File: src/rtl/execute_stage_p_if.sv
// Decode-to-execute and execute-to-MEM handshake bundle for execute_stage_p.
// The master drives the op and the downstream ready. The slave (the execute
// stage) returns in_ready and the registered result.
interface execute_stage_p_if #(
   parameter int DATA_W  = 16,
   parameter int RADDR_W = 4
);
   logic               in_valid;
   logic               in_ready;
   logic               in_regwrite;
   logic               in_memtoreg;
   logic               in_bustoreg;
   logic               in_memread;
   logic               in_memwrite;
   logic [4:0]         in_aluop;
   logic               in_alusrc;
   logic [DATA_W-1:0]  in_reg1;
   logic [DATA_W-1:0]  in_reg2;
   logic [DATA_W-1:0]  in_imm;
   logic [RADDR_W-1:0] in_rs1;
   logic [RADDR_W-1:0] in_rs2;
   logic [RADDR_W-1:0] in_rd;

   logic               out_valid;
   logic               out_ready;
   logic               out_regwrite;
   logic               out_memtoreg;
   logic               out_bustoreg;
   logic               out_memread;
   logic               out_memwrite;
   logic [DATA_W-1:0]  out_alu;
   logic [DATA_W-1:0]  out_src2;
   logic [RADDR_W-1:0] out_rd;

   modport master (
      output in_valid, in_regwrite, in_memtoreg, in_bustoreg, in_memread,
             in_memwrite, in_aluop, in_alusrc, in_reg1, in_reg2, in_imm,
             in_rs1, in_rs2, in_rd, out_ready,
      input  in_ready, out_valid, out_regwrite, out_memtoreg, out_bustoreg,
             out_memread, out_memwrite, out_alu, out_src2, out_rd
   );

   modport slave (
      input  in_valid, in_regwrite, in_memtoreg, in_bustoreg, in_memread,
             in_memwrite, in_aluop, in_alusrc, in_reg1, in_reg2, in_imm,
             in_rs1, in_rs2, in_rd, out_ready,
      output in_ready, out_valid, out_regwrite, out_memtoreg, out_bustoreg,
             out_memread, out_memwrite, out_alu, out_src2, out_rd
   );
endinterface

File: src/rtl/execute_stage_p.sv
// Handshaked CPU execute stage: operand forwarding from MEM, a single-cycle
// ALU and an iterative multiply that occupies the stage for MUL_CYCLES cycles.
// Optional feature macro EX_BYPASS_WB_EN adds the wb_* ports and lower-priority
// forwarding from the WB stage.
module execute_stage_p #(
   parameter int DATA_W     = 16,
   parameter int RADDR_W    = 4,
   parameter int MUL_CYCLES = 4
) (
   input  logic               clk,
   input  logic               rst_n,
   input  logic               flush,
   execute_stage_p_if.slave   bus,
   input  logic               mem_regwrite,
   input  logic               mem_memread,
   input  logic [RADDR_W-1:0] mem_rd,
   input  logic [DATA_W-1:0]  mem_data,
`ifdef EX_BYPASS_WB_EN
   input  logic               wb_regwrite,
   input  logic [RADDR_W-1:0] wb_rd,
   input  logic [DATA_W-1:0]  wb_data,
`endif
   output logic [2:0]         flag_out,
   output logic               busy
);

   localparam logic [4:0] OP_ADD   = 5'd0;
   localparam logic [4:0] OP_SUB   = 5'd1;
   localparam logic [4:0] OP_AND   = 5'd2;
   localparam logic [4:0] OP_OR    = 5'd3;
   localparam logic [4:0] OP_XOR   = 5'd4;
   localparam logic [4:0] OP_SLL   = 5'd5;
   localparam logic [4:0] OP_SRL   = 5'd6;
   localparam logic [4:0] OP_SRA   = 5'd7;
   localparam logic [4:0] OP_MUL   = 5'd9;

   localparam int MSB   = DATA_W - 1;
   localparam int SH_W  = $clog2(DATA_W);
   localparam int CNT_W = (MUL_CYCLES > 2) ? $clog2(MUL_CYCLES) : 1;

   // The multiplier consumes CHUNK bits per MUL-state cycle so that all
   // DATA_W bits are retired before the stage reaches DONE.
   localparam int MUL_STEPS = MUL_CYCLES - 1;
   localparam int CHUNK     = (DATA_W + MUL_STEPS - 1) / MUL_STEPS;
   localparam logic [DATA_W-1:0] CHUNK_MASK = {DATA_W{1'b1}} >> (DATA_W - CHUNK);

   typedef enum logic [1:0] {
      IDLE = 2'd0,
      MUL  = 2'd1,
      DONE = 2'd2
   } state_t;

   state_t             state_q;
   logic [CNT_W-1:0]   cnt_q;
   logic               outValid_q;
   logic [4:0]         outCtl_q;
   logic [DATA_W-1:0]  outAlu_q;
   logic [DATA_W-1:0]  outSrc2_q;
   logic [RADDR_W-1:0] outRd_q;
   logic [2:0]         flag_q;

   logic [DATA_W-1:0]  mulAcc_q;
   logic [DATA_W-1:0]  mulCand_q;
   logic [DATA_W-1:0]  mulPlier_q;
   logic [4:0]         mulCtl_q;
   logic [DATA_W-1:0]  mulSrc2_q;
   logic [RADDR_W-1:0] mulRd_q;

   logic               memHit1;
   logic               memHit2;
   logic               loadUse;
   logic [DATA_W-1:0]  fwdA;
   logic [DATA_W-1:0]  fwdB;
   logic [DATA_W-1:0]  opB;
   logic [DATA_W-1:0]  sum;
   logic [DATA_W-1:0]  diff;
   logic [DATA_W-1:0]  bInv;
   logic [SH_W-1:0]    shamt;
   logic [DATA_W-1:0]  aluRes;
   logic [2:0]         aluFlags;
   logic [DATA_W-1:0]  mulPartial;
   logic [4:0]         inCtl;
   logic               isMul;
   logic               accept;

   assign inCtl  = {bus.in_regwrite, bus.in_memtoreg, bus.in_bustoreg,
                    bus.in_memread, bus.in_memwrite};
   assign isMul  = (bus.in_aluop == OP_MUL);
   assign accept = bus.in_valid && bus.in_ready;

   // Resolve both source operands; MEM wins over WB, and r0 never forwards.
   // A load still sitting in MEM cannot be forwarded, so it stalls decode.
   always_comb begin
      memHit1 = mem_regwrite && (mem_rd == bus.in_rs1) && (bus.in_rs1 != '0);
      memHit2 = mem_regwrite && (mem_rd == bus.in_rs2) && (bus.in_rs2 != '0);
      loadUse = mem_memread && (memHit1 || memHit2);
      fwdA    = bus.in_reg1;
      fwdB    = bus.in_reg2;
`ifdef EX_BYPASS_WB_EN
      if (wb_regwrite && (wb_rd == bus.in_rs1) && (bus.in_rs1 != '0)) begin
         fwdA = wb_data;
      end
      if (wb_regwrite && (wb_rd == bus.in_rs2) && (bus.in_rs2 != '0)) begin
         fwdB = wb_data;
      end
`endif
      if (memHit1) begin
         fwdA = mem_data;
      end
      if (memHit2) begin
         fwdB = mem_data;
      end
      opB = bus.in_alusrc ? bus.in_imm : fwdB;
   end

   // Single-cycle ALU; each op decides which flags it refreshes, the rest keep
   // their previous value.
   always_comb begin
      sum      = fwdA + opB;
      diff     = fwdA - opB;
      bInv     = ~opB;
      shamt    = opB[SH_W-1:0];
      aluRes   = opB;
      aluFlags = flag_q;
      case (bus.in_aluop)
         OP_ADD: begin
            aluRes   = sum;
            aluFlags = {sum[MSB], (fwdA[MSB] == opB[MSB]) && (sum[MSB] != fwdA[MSB]),
                        sum == '0};
         end
         OP_SUB: begin
            aluRes   = diff;
            aluFlags = {diff[MSB], (fwdA[MSB] == bInv[MSB]) && (diff[MSB] != fwdA[MSB]),
                        diff == '0};
         end
         OP_AND: begin
            aluRes      = fwdA & opB;
            aluFlags[0] = (aluRes == '0);
         end
         OP_OR: begin
            aluRes      = fwdA | opB;
            aluFlags[0] = (aluRes == '0);
         end
         OP_XOR: begin
            aluRes      = fwdA ^ opB;
            aluFlags[0] = (aluRes == '0);
         end
         OP_SLL: begin
            aluRes      = fwdA << shamt;
            aluFlags[0] = (aluRes == '0);
         end
         OP_SRL: begin
            aluRes      = fwdA >> shamt;
            aluFlags[0] = (aluRes == '0);
         end
         OP_SRA: begin
            aluRes      = $signed(fwdA) >>> shamt;
            aluFlags[0] = (aluRes == '0);
         end
         default: begin
            aluRes   = opB;
            aluFlags = flag_q;
         end
      endcase
   end

   // One multiplier chunk: the shifted multiplicand times the low CHUNK bits.
   always_comb begin
      mulPartial = mulCand_q * (mulPlier_q & CHUNK_MASK);
   end

   // Control FSM, multiplier iteration and the output pipeline register.
   always_ff @(posedge clk or negedge rst_n) begin
      if (!rst_n) begin
         state_q    <= IDLE;
         cnt_q      <= '0;
         outValid_q <= 1'b0;
         outCtl_q   <= '0;
         outAlu_q   <= '0;
         outSrc2_q  <= '0;
         outRd_q    <= '0;
         flag_q     <= '0;
         mulAcc_q   <= '0;
         mulCand_q  <= '0;
         mulPlier_q <= '0;
         mulCtl_q   <= '0;
         mulSrc2_q  <= '0;
         mulRd_q    <= '0;
      end else if (flush) begin
         state_q    <= IDLE;
         cnt_q      <= '0;
         outValid_q <= 1'b0;
      end else begin
         if (outValid_q && bus.out_ready) begin
            outValid_q <= 1'b0;
         end
         case (state_q)
            IDLE: begin
               if (accept) begin
                  if (isMul) begin
                     mulAcc_q   <= '0;
                     mulCand_q  <= fwdA;
                     mulPlier_q <= opB;
                     mulCtl_q   <= inCtl;
                     mulSrc2_q  <= fwdB;
                     mulRd_q    <= bus.in_rd;
                     cnt_q      <= CNT_W'(MUL_CYCLES - 1);
                     state_q    <= MUL;
                  end else begin
                     outAlu_q   <= aluRes;
                     outSrc2_q  <= fwdB;
                     outRd_q    <= bus.in_rd;
                     outCtl_q   <= inCtl;
                     flag_q     <= aluFlags;
                     outValid_q <= 1'b1;
                  end
               end
            end
            MUL: begin
               mulAcc_q   <= mulAcc_q + mulPartial;
               mulCand_q  <= mulCand_q << CHUNK;
               mulPlier_q <= mulPlier_q >> CHUNK;
               cnt_q      <= cnt_q - 1'b1;
               if (cnt_q == CNT_W'(1)) begin
                  state_q <= DONE;
               end
            end
            DONE: begin
               if (!outValid_q || bus.out_ready) begin
                  outAlu_q   <= mulAcc_q;
                  outSrc2_q  <= mulSrc2_q;
                  outRd_q    <= mulRd_q;
                  outCtl_q   <= mulCtl_q;
                  flag_q     <= {flag_q[2:1], mulAcc_q == '0};
                  outValid_q <= 1'b1;
                  state_q    <= IDLE;
               end
            end
            default: begin
               state_q <= IDLE;
            end
         endcase
      end
   end

   assign bus.in_ready = rst_n && (state_q == IDLE) && (!outValid_q || bus.out_ready)
                         && !loadUse && !flush;

   assign bus.out_valid    = outValid_q;
   assign bus.out_regwrite = outCtl_q[4];
   assign bus.out_memtoreg = outCtl_q[3];
   assign bus.out_bustoreg = outCtl_q[2];
   assign bus.out_memread  = outCtl_q[1];
   assign bus.out_memwrite = outCtl_q[0];
   assign bus.out_alu      = outAlu_q;
   assign bus.out_src2     = outSrc2_q;
   assign bus.out_rd       = outRd_q;
   assign flag_out         = flag_q;
   assign busy             = (state_q != IDLE);

endmodule
File: src/flat_wrapper.sv
// flat-port wrapper written by rule: the top's interface ports become plain ports
module execute_stage_p_flat 
#(
   parameter int DATA_W     = 16,
   parameter int RADDR_W    = 4,
   parameter int MUL_CYCLES = 4
)
  (clk, rst_n, flush, mem_regwrite, mem_memread, mem_rd, mem_data, flag_out, busy, bus_in_valid, bus_in_regwrite, bus_in_memtoreg, bus_in_bustoreg, bus_in_memread, bus_in_memwrite, bus_in_aluop, bus_in_alusrc, bus_in_reg1, bus_in_reg2, bus_in_imm, bus_in_rs1, bus_in_rs2, bus_in_rd, bus_out_ready, bus_in_ready, bus_out_valid, bus_out_regwrite, bus_out_memtoreg, bus_out_bustoreg, bus_out_memread, bus_out_memwrite, bus_out_alu, bus_out_src2, bus_out_rd);
  execute_stage_p_if #(.DATA_W(DATA_W), .RADDR_W(RADDR_W)) bus_i ();
  input  logic clk;
  input  logic rst_n;
  input  logic flush;
  input  logic mem_regwrite;
  input  logic mem_memread;
  input  logic [RADDR_W-1:0] mem_rd;
  input  logic [DATA_W-1:0] mem_data;
  output logic [2:0] flag_out;
  output logic busy;
  input wire logic [$bits(bus_i.in_valid)-1:0] bus_in_valid;
  input wire logic [$bits(bus_i.in_regwrite)-1:0] bus_in_regwrite;
  input wire logic [$bits(bus_i.in_memtoreg)-1:0] bus_in_memtoreg;
  input wire logic [$bits(bus_i.in_bustoreg)-1:0] bus_in_bustoreg;
  input wire logic [$bits(bus_i.in_memread)-1:0] bus_in_memread;
  input wire logic [$bits(bus_i.in_memwrite)-1:0] bus_in_memwrite;
  input wire logic [$bits(bus_i.in_aluop)-1:0] bus_in_aluop;
  input wire logic [$bits(bus_i.in_alusrc)-1:0] bus_in_alusrc;
  input wire logic [$bits(bus_i.in_reg1)-1:0] bus_in_reg1;
  input wire logic [$bits(bus_i.in_reg2)-1:0] bus_in_reg2;
  input wire logic [$bits(bus_i.in_imm)-1:0] bus_in_imm;
  input wire logic [$bits(bus_i.in_rs1)-1:0] bus_in_rs1;
  input wire logic [$bits(bus_i.in_rs2)-1:0] bus_in_rs2;
  input wire logic [$bits(bus_i.in_rd)-1:0] bus_in_rd;
  input wire logic [$bits(bus_i.out_ready)-1:0] bus_out_ready;
  output wire logic [$bits(bus_i.in_ready)-1:0] bus_in_ready;
  output wire logic [$bits(bus_i.out_valid)-1:0] bus_out_valid;
  output wire logic [$bits(bus_i.out_regwrite)-1:0] bus_out_regwrite;
  output wire logic [$bits(bus_i.out_memtoreg)-1:0] bus_out_memtoreg;
  output wire logic [$bits(bus_i.out_bustoreg)-1:0] bus_out_bustoreg;
  output wire logic [$bits(bus_i.out_memread)-1:0] bus_out_memread;
  output wire logic [$bits(bus_i.out_memwrite)-1:0] bus_out_memwrite;
  output wire logic [$bits(bus_i.out_alu)-1:0] bus_out_alu;
  output wire logic [$bits(bus_i.out_src2)-1:0] bus_out_src2;
  output wire logic [$bits(bus_i.out_rd)-1:0] bus_out_rd;
  assign bus_i.in_valid = bus_in_valid;
  assign bus_i.in_regwrite = bus_in_regwrite;
  assign bus_i.in_memtoreg = bus_in_memtoreg;
  assign bus_i.in_bustoreg = bus_in_bustoreg;
  assign bus_i.in_memread = bus_in_memread;
  assign bus_i.in_memwrite = bus_in_memwrite;
  assign bus_i.in_aluop = bus_in_aluop;
  assign bus_i.in_alusrc = bus_in_alusrc;
  assign bus_i.in_reg1 = bus_in_reg1;
  assign bus_i.in_reg2 = bus_in_reg2;
  assign bus_i.in_imm = bus_in_imm;
  assign bus_i.in_rs1 = bus_in_rs1;
  assign bus_i.in_rs2 = bus_in_rs2;
  assign bus_i.in_rd = bus_in_rd;
  assign bus_i.out_ready = bus_out_ready;
  assign bus_in_ready = bus_i.in_ready;
  assign bus_out_valid = bus_i.out_valid;
  assign bus_out_regwrite = bus_i.out_regwrite;
  assign bus_out_memtoreg = bus_i.out_memtoreg;
  assign bus_out_bustoreg = bus_i.out_bustoreg;
  assign bus_out_memread = bus_i.out_memread;
  assign bus_out_memwrite = bus_i.out_memwrite;
  assign bus_out_alu = bus_i.out_alu;
  assign bus_out_src2 = bus_i.out_src2;
  assign bus_out_rd = bus_i.out_rd;
  execute_stage_p #(.DATA_W(DATA_W), .RADDR_W(RADDR_W), .MUL_CYCLES(MUL_CYCLES)) u_core (.clk(clk), .rst_n(rst_n), .flush(flush), .bus(bus_i), .mem_regwrite(mem_regwrite), .mem_memread(mem_memread), .mem_rd(mem_rd), .mem_data(mem_data), .flag_out(flag_out), .busy(busy));
endmodule
File: config.mk
export PLATFORM = sky130hd
export DESIGN_NAME = execute_stage_p_flat
export DESIGN_NICKNAME = d
export VERILOG_FILES = /design/src/rtl/execute_stage_p_if.sv /design/src/rtl/execute_stage_p.sv /design/src/flat_wrapper.sv
export SDC_FILE = /design/constraint.sdc
export NUM_CORES = 1
export LEC_CHECK = 0
export BUFFER_PORTS_ARGS = -buffer_cell sky130_fd_sc_hd__clkbuf_2
export CELL_PAD_IN_SITES_DETAIL_PLACEMENT = 1
export CELL_PAD_IN_SITES_GLOBAL_PLACEMENT = 2
export CORE_MARGIN = 3
export CORE_UTILIZATION = 38
export CTS_CLUSTER_SIZE = 40
export DETAILED_ROUTE_END_ITERATION = 6
export HOLD_SLACK_MARGIN = 0.15
export PLACE_DENSITY_LB_ADDON = 0.1
export SETUP_SLACK_MARGIN = 0.1
export SYNTH_ARGS = -nofsm -noshare
export SYNTH_HDL_FRONTEND = slang
export SYNTH_SLANG_ARGS = --single-unit
File: constraint.sdc
create_clock -name clk -period 9 [get_ports clk]
set_input_delay 0.45 -clock clk [delete_from_list [all_inputs] [get_ports clk]]
set_output_delay 0.45 -clock clk [all_outputs]
set_load 0.05 [all_outputs]
==> results of run 1 <==
final cells by class:
cell class              count  share of cell area, %
multi-input cells        1290                   61.3
flip-flops and latches    122                   21.0
repair buffers            168                   6.24
well taps                 442                   3.81
inverters                 142                   3.67
clock buffers              18                   3.02
clock inverters            14                  0.948
worst max-delay path, cell delays in order (launching register included):
cell,delay (ns)
dfrtp_1,0.72
nand2_1,0.16
fa_1,0.56
inv_1,0.05
ha_1,0.27
ha_1,0.28
inv_1,0.04
fa_1,0.50
inv_1,0.05
ha_1,0.29
nor2b_1,0.15
o21ai_0,0.26
a21boi_0,0.19
o21ai_0,0.25
a21boi_0,0.18
o21ai_0,0.18
nand2b_1,0.12
a211oi_1,0.36
o21a_1,0.25
o21ai_0,0.14
xnor2_1,0.14
a22o_1,0.19
state kept, by name, indices dropped and copies added, names as in the netlist:
name / count
u_core.flag_out: 3
u_core.mulRd_q: 4
u_core.mulCtl_q: 5
u_core.bus.out_rd: 4
u_core.bus.out_src2: 16
u_core.state_q: 2
u_core.mulPlier_q: 16
u_core.bus.out_alu: 16
u_core.mulCand_q: 16
u_core.mulSrc2_q: 16
u_core.bus.out_valid: 1
u_core.outCtl_q: 5
u_core.cnt_q: 2
u_core.mulAcc_q: 16
routing by layer:
metal  part of all wire, %  up-vias
met5                     0        -
met4                   2.9        0
li1                      -     5880
met3                   7.2       75
met2                    43      481
met1                    47     6326
logic make-up (layout without fill, tap and decap cells):
logic type	count (synthesis)	after routing	synth area share (%)
compound gates	455	455	22.5
xor+xnor	55	55	3.74
fa+ha+maj	131	131	16.2
buf+inv	247	342	7.47
flops	122	122	23.7
mux	88	88	7.13
simple gates	561	561	19.3
final timing paths:
path,endpoint,depth (start not counted)
hold / removal,u_core.mulRd_q[0],3
hold reg to reg,u_core.mulRd_q[3],2
setup reg to reg,u_core.mulAcc_q[15],21
min in group asynchronous,u_core.mulSrc2_q[15],2
setup / recovery,u_core.mulAcc_q[15],21
max in group asynchronous,u_core.bus.out_alu[8],3
power groups by stage:
stage / clock network, mW / logic (mW) / registers [mW]
floorplan: 0 / 0.435 / 0.829
global placement: 0 / 0.856 / 0.698
detailed placement: 0 / 0.861 / 0.702
CTS: 0.702 / 0.867 / 0.692
global route: 0.727 / 0.943 / 0.703
finish: 0.685 / 0.877 / 0.693
stage by stage:
| step | worst slack (ns) | power, mW | instance area, um^2 |
|---|---|---|---|
| after detailed placement | 3.34 | 1.56 | 13900 |
| after CTS | 3.56 | 2.26 | 14500 |
| after floorplan | 4.19 | 1.26 | 12900 |
| after global routing | 3.13 | 2.37 | 14500 |
| final | 3.52 | 2.26 | 14500 |
| after global placement | 3.38 | 1.55 | 13900 |
cell usage in the layout, fill, tap and decap left out, drive strengths merged, types with 6 or more instances in the layout:
| master | synthesis | routed |
|---|---|---|
| nand2 | 259 | 259 |
| clkbuf | 83 | 161 |
| nor2 | 148 | 148 |
| inv | 141 | 147 |
| o21ai | 137 | 137 |
| a21oi | 124 | 124 |
| dfrtp | 122 | 122 |
| ha | 72 | 72 |
| mux2i | 67 | 67 |
| fa | 59 | 59 |
| xnor2 | 43 | 43 |
| and2 | 34 | 34 |
| nor3 | 28 | 28 |
| buf | 22 | 24 |
| a31oi | 23 | 23 |
| mux2 | 21 | 21 |
| nand3 | 18 | 18 |
| o22ai | 16 | 16 |
| a211oi | 16 | 16 |
| a221oi | 15 | 15 |
| o211ai | 14 | 14 |
| nor2b | 13 | 13 |
| nand2b | 12 | 12 |
| xor2 | 12 | 12 |
| nor4 | 11 | 11 |
| nand4 | 10 | 10 |
| o21bai | 10 | 10 |
| a21o | 10 | 10 |
| a22oi | 10 | 10 |
| a22o | 10 | 10 |
| o31ai | 10 | 10 |
| and3 | 7 | 7 |
| o2111ai | 7 | 7 |
| or3 | 7 | 7 |
| o221ai | 6 | 6 |
| a2111oi | 6 | 6 |
| clkinv | 1 | 6 |
==> metrics.txt, run 1 <==
Nets=1970; vias in the first global route=13300; HPWL after detailed placement=42000 um; R2R Path Start=u_core.mulPlier_q[0]; Reg clk slew, reported paths=0.07 ns; Post-synth ARST share=100%; final wirelength=54400 um; Sw Pwr=0.987 mW; Yosys cell types=83; Die H=190 um; synthesized instance count=~1700; H-tree Lvls=4; Finished Layout Cells=2196; IO Pins=145; RSZ-0062 raised after global routing=no; CP Capture Type=flop; post-layout util=44.1%; final hold vios=0; GR Layer Usage met2=45.9%; Core ar.=32900 um^2; mapped cell area=12900 um^2; Congestion Overflow GR=0; Post-synth EDFFs=0; syn_nets=between 1500 and 2000; # setup viols final=0; Bufs on Longest Clock Path=2; relative slew slack=27.0%; die width=about 190 um; initial antenna violation count=0; vias per cell=5.81; placed cell count=2163; fin crit period=5.48 ns; register area=3050 um^2; Critical Path AT=5.80 ns; post_cts resized=0; Top FF cell, synth=dfrtp_1; fmax=183 MHz; synthesized area per cell=7.77 um^2; Setup crit start kind=flop; Detailed Route Iter0 Violations=1181; first-pass GRT wire length=83300 um; combinational power share=38.9%; clk_skew=0.0118 ns; hold path start=bus_in_rd[0]; synth warn=0; gr usage total=a little under a third; # fillers=4054; CP Launch Point=u_core.mulPlier_q[0]; leading area contributor after synthesis=dfrtp_1; kind of critical path=flop to flop; hold crit path type=input port to flop; r2r setup slk=approximately 3.5 ns; clock power share=30.4%; CTS buffer count=17; worst-path fanout max=17; area taken by multi-input logic gates=8900 um^2; hold slack final=0.231 ns; WL/cell=roughly 25 um; #FFs+latches synth=122; Tightest Pin Transition=1.10 ns; Antenna diodes=0; drt first pass iters=5; CP required=9.32 ns; status=complete, no violations; Core Rows=between 60 and 70; pin count of the biggest net entering global routing=between 70 and 80; Post-CTS Setup Bufs=0; synth top area cells=dfrtp_1 (24%), fa_1 (9.2%), nand2_1 (7.5%), ha_1 (7.0%), o21ai_0 (5.1%); most frequent cells after synthesis=nand2_1 (259), nor2_1 (148), inv_1 (135); Post-CTS Hold Buffers=1; switching share of power=43.7%; DRC violations left=0; met1 usage=44.1%; post-synthesis sequential area ratio=23.7%; Power Density=155 nW/um^2; VDD IR max=0.130 mV; ANT nets after route=0; Top Usage Layer GRT=met2; clk sinks=approximately 120; full die area=36200 um^2; layout cell share with drive strength beyond 1=about 14%; M3 GR Usage=5.40%; synthesis-to-finish area growth=12.7%; CTS tree=done; PortBufs=144; max_cap viols=0; Worst-Skew Late Latency=approximately 0.43 ns; vias=between 10000 and 15000; post-synth top area share=23.7%; routability cong.=0.995; Initial Util=39.1%; Max Slew Vio Count=0; CTS root buf=clkbuf_16; count leader, synth=nand2_1; leakage=around 6.7 nW; setup TNS=0 ns; Int Pwr=1.27 mW; Reg power frac=30.7%; final period utilization=60.8%
Note: power is estimated with default switching activity, not from simulation.
==> run 2, diff against run 1 <==
--- a/config.mk
+++ b/config.mk
@@ -9,7 +9,7 @@
 export CELL_PAD_IN_SITES_DETAIL_PLACEMENT = 1
 export CELL_PAD_IN_SITES_GLOBAL_PLACEMENT = 2
 export CORE_MARGIN = 3
-export CORE_UTILIZATION = 38
+export CORE_UTILIZATION = 32
 export CTS_CLUSTER_SIZE = 40
 export DETAILED_ROUTE_END_ITERATION = 6
 export HOLD_SLACK_MARGIN = 0.15
==> constraint.sdc (replaced) <==
create_clock -name clk -period 5 [get_ports clk]
set_input_delay 0.25 -clock clk [delete_from_list [all_inputs] [get_ports clk]]
set_output_delay 0.25 -clock clk [all_outputs]
set_load 0.05 [all_outputs]
==> run 2 against run 1 <==
Compared with the run above:
- routed wire length rose by 5.5%
- sequential cell count unchanged
- via count grew 2.2%
- core utilization fell by 4.6 points
- clock power rose by 94%
- clock skew is essentially flat
- critical path type unchanged
- highest routed layer unchanged
==> metrics.txt, run 2 (same netlist as run 1, synthesis figures left out) <==
initial antenna violation count=1 (+1); relative slew slack=37.5% (+11 points); CTS tree=done; fmax=214 MHz (+17%); Worst-Skew Late Latency=0.44 ns (about the same); routability cong.=0.964 (-3.1%); WL/cell=24.2 um (-2.4%); final hold vios=0 (unchanged); Detailed Route Iter0 Violations=1037 (-12%); pin count of the biggest net entering global routing=63 (-15%); CP Capture Type=flop; Reg2Reg Depth=18 (-14%); Nets=2072 (+5.2%); number of cells on the critical path=18 (-14%); Congestion Overflow GR=0 (unchanged); layout cell share with drive strength beyond 1=19.0% (+4.5 points); Crit-path slowest cell=fa_1; CTS root buf=clkbuf_16; Top delay family on crit path=adder cells; final wirelength=57400 um (+5.5%); worst-path fanout max=7 (-10); buffers and inverters on the worst path=3 (unchanged); vias in the first global route=13600 (+2.4%); clk_skew=0.0121 ns (+0.000309 ns); Die H=207 um (+8.7%); Tightest Pin Transition=0.935 ns (-0.160 ns); Reg clk slew, reported paths=0.06 ns (about the same); CP peak stage delay=0.50 ns (-0.22 ns); DRC violations left=0 (unchanged); Final Power=4.29 mW (+90%); kind of critical path=flop to flop; Finished Layout Cells=2374 (+8.1%); hold slack final=0.171 ns (-0.0603 ns); ANT nets after route=0 (unchanged); HPWL after detailed placement=45000 um (+7.0%); die width=207 um (+8.7%); RSZ-0062 raised after global routing=no; CP cell instances=and2_1, fa_1, inv_1, fa_1, fa_1, inv_1, fa_1, ha_1, buf_4, a21oi_1, o21ai_0, a21oi_2, o21bai_1, a21oi_2, o211ai_1, a21oi_1, xnor2_1, a22o_1; gr usage total=26.9% (-3.3 points); vias per cell=5.50 (-5.4%); Setup crit start kind=flop; Antenna diodes=0 (unchanged); drt first pass iters=5 (unchanged); vias=13000 (+2.2%); Initial Util=32.9% (-6.2 points); most common cell after layout, fill and taps aside=nand2_1; VDD IR max=0.275 mV (+110%); # setup viols final=0 (unchanged); post-layout util=39.5% (-4.6 points); placed cell count=2329 (+7.7%); Bufs on Longest Clock Path=2 (unchanged); leakage=7.17 nW (+7.7%); IO Pins=145 (unchanged); most frequent cells in the layout=nand2_1 (259), nor2_1 (147), clkbuf_2 (143), inv_1 (135), o21ai_0 (129); H-tree Lvls=4 (unchanged); final period utilization=93.2% (+32 points); synthesis-to-finish area growth=20.1%; # fillers=4828 (+19%); CTS buffer count=17 (unchanged); Core Rows=72 (+9.1%); Critical Path AT=4.99 ns (-0.81 ns); full die area=42700 um^2 (+18%); cell repeated most along the worst path=fa_1; status=complete, no violations; fin crit period=4.66 ns (-0.813 ns); Max Slew Vio Count=0 (unchanged); hold crit path type=input port to flop; Core ar.=39200 um^2 (+19%); max_cap viols=0 (unchanged); setup TNS=0 ns (unchanged); first-pass GRT wire length=85800 um (+3.0%); CP required=5.33 ns (-3.99 ns); clk sinks=122 (unchanged); Power Density=277 nW/um^2 (+79%); PortBufs=144 (unchanged); Hold Path Stages=2 (-1)
==> run 2: path summary, 6_finish.rpt <==
path / endpoint / slack [ns] / startpoint
max: u_core.mulAcc_q[14] / 0.34 / u_core.mulPlier_q[1]
min: u_core.cnt_q[0] / 0.17 / flush
max reg2reg: u_core.mulAcc_q[14] / 0.34 / u_core.mulPlier_q[1]
min reg2reg: u_core.mulRd_q[1] / 0.47 / u_core.mulRd_q[1]
max in group asynchronous: u_core.bus.out_alu[15] / 3.77 / rst_n
min in group asynchronous: u_core.bus.out_src2[14] / 0.62 / rst_n
==> run 2: layout make-up <==
class | count | area (um^2) | share of cell area (%)
inverter | 142 | 533 | 3.44
multi-input combinational | 1290 | 8920 | 57.7
sequential | 122 | 3060 | 19.8
clock inverter | 12 | 173 | 1.12
timing repair buffer | 270 | 1700 | 11.0
tap | 518 | 648 | 4.19
clock buffer | 20 | 447 | 2.89
==> run 2: timing repair <==
action / CTS / global route
hold buffers: 10 / 0
gates resized for setup: 1 / 11
setup endpoints to repair: 1 / 5
endpoints found under the hold margin: 140 / 0
buffers inserted: 0 / 3
==> run 2: through the flow <==
step,worst slack (ns),cell area (um^2)
after floorplan,0.388,12900
after global placement,0.138,14700
after detailed placement,0.149,14700
after CTS,0.164,15400
after global routing,0.0688,15500
final,0.338,15500
==> run 2: power by group <==
group          switching, mW  internal, mW  total [mW]
Sequential            0.0981          1.11        1.21
Clock                  0.482         0.844        1.33
Combinational           1.19         0.564        1.76
==> run 2: per-layer routing <==
layer / routed length [um] / track usage (%)
met5: 0 / 0
met4: 1710 / 8.45
met3: 3730 / 4.88
met2: 24300 / 40.2
met1: 27600 / 39.4
==> run 3, diff against run 2 <==
--- a/config.mk
+++ b/config.mk
@@ -5,13 +5,13 @@
 export SDC_FILE = /design/constraint.sdc
 export NUM_CORES = 1
 export LEC_CHECK = 0
-export BUFFER_PORTS_ARGS = -buffer_cell sky130_fd_sc_hd__clkbuf_2
 export CELL_PAD_IN_SITES_DETAIL_PLACEMENT = 1
 export CELL_PAD_IN_SITES_GLOBAL_PLACEMENT = 2
 export CORE_MARGIN = 3
-export CORE_UTILIZATION = 32
+export CORE_UTILIZATION = 35
 export CTS_CLUSTER_SIZE = 40
 export DETAILED_ROUTE_END_ITERATION = 6
+export DONT_BUFFER_PORTS = 1
 export HOLD_SLACK_MARGIN = 0.15
 export PLACE_DENSITY_LB_ADDON = 0.1
 export SETUP_SLACK_MARGIN = 0.1
==> constraint.sdc (replaced) <==
create_clock -name clk -period 5 [get_ports clk]
set_input_delay 1 -clock clk [delete_from_list [all_inputs] [get_ports clk]]
set_output_delay 1 -clock clk [all_outputs]
set_load 0.05 [all_outputs]
==> run 3 against run 2 <==
Compared with the run above:
- final cell count fell by 6.0%
- combinational power fell by 22%
- register-to-register slack barely moved
- first-iteration DRC count fell by 5.5%
- maximum frequency fell by 1.9%
- sequential cell count did not move
- critical path depth fell by 1
- setup slack got worse by 0.090 ns
- routed wire length fell by 2.1%
- critical path type is now input port to flop
- largest power group is now registers
==> metrics.txt, run 3 (same netlist as run 1, synthesis figures left out) <==
WL/cell=25.2 um (+4.1%); clk sinks=122 (unchanged); CP Capture Type=flop; setup TNS=0 ns (unchanged); full die area=39200 um^2 (-8.3%); final period utilization=95.0% (+1.8 points); hold slack final=0.262 ns (+0.0904 ns); Core Rows=69 (-4.2%); vias per cell=5.79 (+5.3%); Tightest Pin Transition=1.03 ns (+0.0988 ns); CP required=5.28 ns (-0.05 ns); relative slew slack=31.1% (-6.4 points); # setup viols final=0 (unchanged); Critical Path AT=5.04 ns (+0.05 ns); Antenna diodes=0 (unchanged); Int Pwr=2.40 mW (-4.8%); area taken by multi-input logic gates=9080 um^2 (+1.8%); Die H=198 um (-4.3%); Reg2Reg Depth=18 (unchanged); Placement Setup Slack=-0.265 ns (-0.414 ns); Congestion Overflow GR=0 (unchanged); CP cell instances=or3_1, a21oi_4, buf_4, buf_4, mux2_2, ha_1, or3_1, or3_1, buf_4, o21ai_0, xor2_1, o21ai_1, o2111ai_1, a21oi_1, o21ai_1, a31oi_1, o21ai_0; hold crit path type=input port to asynchronous set/reset pin; CTS tree=done; Crit-path slowest cell=or3_1; CTS root buf=clkbuf_16; fin crit period=4.75 ns (+0.0896 ns); VDD IR max=0.238 mV (-13%); final hold vios=0 (unchanged); Post-CTS Hold Buffers=0 (-10); gr usage total=28.5% (+1.6 points); first-pass GRT wire length=84600 um (-1.4%); drt first pass iters=5 (unchanged); Bufs on Longest Clock Path=2 (unchanged); clock power share=30.7% (-0.2 points); switching share of power=42.6% (+1.4 points); leakage=6.89 nW (-3.8%); layout cell share with drive strength beyond 1=17.0% (-2.0 points); initial antenna violation count=0 (-1); # fillers=4408 (-8.7%); H-tree Lvls=4 (unchanged); Initial Util=35.9% (+3.0 points); Core ar.=35900 um^2 (-8.4%); routability cong.=0.968 (+0.40%); die width=198 um (-4.3%); register area=3060 um^2 (about the same); final worst slack=0.248 ns (-0.0896 ns); CTS buffer count=17 (unchanged); Detailed Route Iter0 Violations=980 (-5.5%); max_cap viols=0 (unchanged); post-layout util=42.4% (+3.0 points); Setup crit start kind=input port; most frequent cells in the layout=nand2_1 (258), buf_4 (184), nor2_1 (147), inv_1 (135), o21ai_0 (122); Max Slew Vio Count=0 (unchanged); status=complete, no violations; pin count of the biggest net entering global routing=124 (+97%); placed cell count=2194 (-5.8%); IO Pins=145 (unchanged); DP Area=14400 um^2 (-1.8%); Reg clk slew, reported paths=0.06 ns (about the same); Sw Pwr=1.78 mW (+0.75%); Nets=1987 (-4.1%); RSZ-0062 raised after global routing=no; fin area=15200 um^2 (-1.5%); vias=12900 (-1.0%); synthesis-to-finish area growth=18.3%; kind of critical path=input port to flop; HPWL after detailed placement=44300 um (-1.4%); most common cell after layout, fill and taps aside=nand2_1; CP peak stage delay=0.40 ns (-0.10 ns); worst-path fanout max=6 (-1); final wirelength=56200 um (-2.1%); Finished Layout Cells=2232 (-6.0%); Reg power frac=36.6% (+8.4 points); DRC violations left=0 (unchanged); vias in the first global route=13300 (-1.8%); Power Density=275 nW/um^2 (-1.0%); Worst-Skew Late Latency=0.43 ns (about the same); combinational power share=32.7% (-8.2 points); ANT nets after route=0 (unchanged); fmax=210 MHz (-1.9%); PortBufs=0 (-100%); clk_skew=0.0108 ns (-0.00124 ns); Final Power=4.19 mW (-2.5%)
[run 3: what timing repair did]
| action | CTS | global route |
|---|---|---|
| pin swaps | 0 | 13 |
| gates resized for setup | 3 | 41 |
| buffers inserted | 0 | 6 |
| endpoints found under the setup margin | 2 | 16 |
[run 3: critical path: cells and delay by family]
kind	cells	cell delay, ns
xor+xnor	1	0.16
simple gates	3	1.13
buf+inv	3	0.49
compound gates	8	1.61
fa+ha+maj	1	0.25
mux	1	0.40
[run 3: per-layer routing]
| metal | vias up | share of wire, % | GRT usage, % |
|---|---|---|---|
| li1 | 5908 | - | - |
| met1 | 6499 | 48 | 41.7 |
| met2 | 425 | 42 | 42.6 |
| met3 | 81 | 6.8 | 5.34 |
| met4 | 0 | 3.3 | 8.75 |
| met5 | - | 0 | 0 |
[run 3: worst paths after layout]
path | startpoint | endpoint | slack, ns
max in group asynchronous | rst_n | u_core.bus.out_alu[2] | 4.52
min in group clk | u_core.mulRd_q[0] | u_core.mulRd_q[0] | 0.48
hold / removal | rst_n | u_core.bus.out_src2[13] | 0.26
setup reg to reg | u_core.mulPlier_q[0] | u_core.mulAcc_q[15] | 0.35
setup / recovery | bus_in_rs1[0] | u_core.bus.out_alu[9] | 0.25
hold reg to reg | u_core.mulRd_q[0] | u_core.mulRd_q[0] | 0.48
[run 3: power by group through the flow]
stage / clock (mW) / combinational [mW] / sequential (mW)
after global routing: 1.36 / 1.48 / 1.55
after global placement: 0 / 1.30 / 1.55
after detailed placement: 0 / 1.31 / 1.55
after floorplan: 0 / 0.790 / 1.49
after CTS: 1.31 / 1.32 / 1.53
final: 1.29 / 1.37 / 1.53
[run 3: final cells by class]
type	instances	area share, %
Multi-Input combinational cell	1290	59.6
Sequential cell	122	20.1
Timing Repair Buffer	185	9.19
Tap cell	461	3.78
Inverter	142	3.50
Clock buffer	18	2.82
Clock inverter	14	1.08
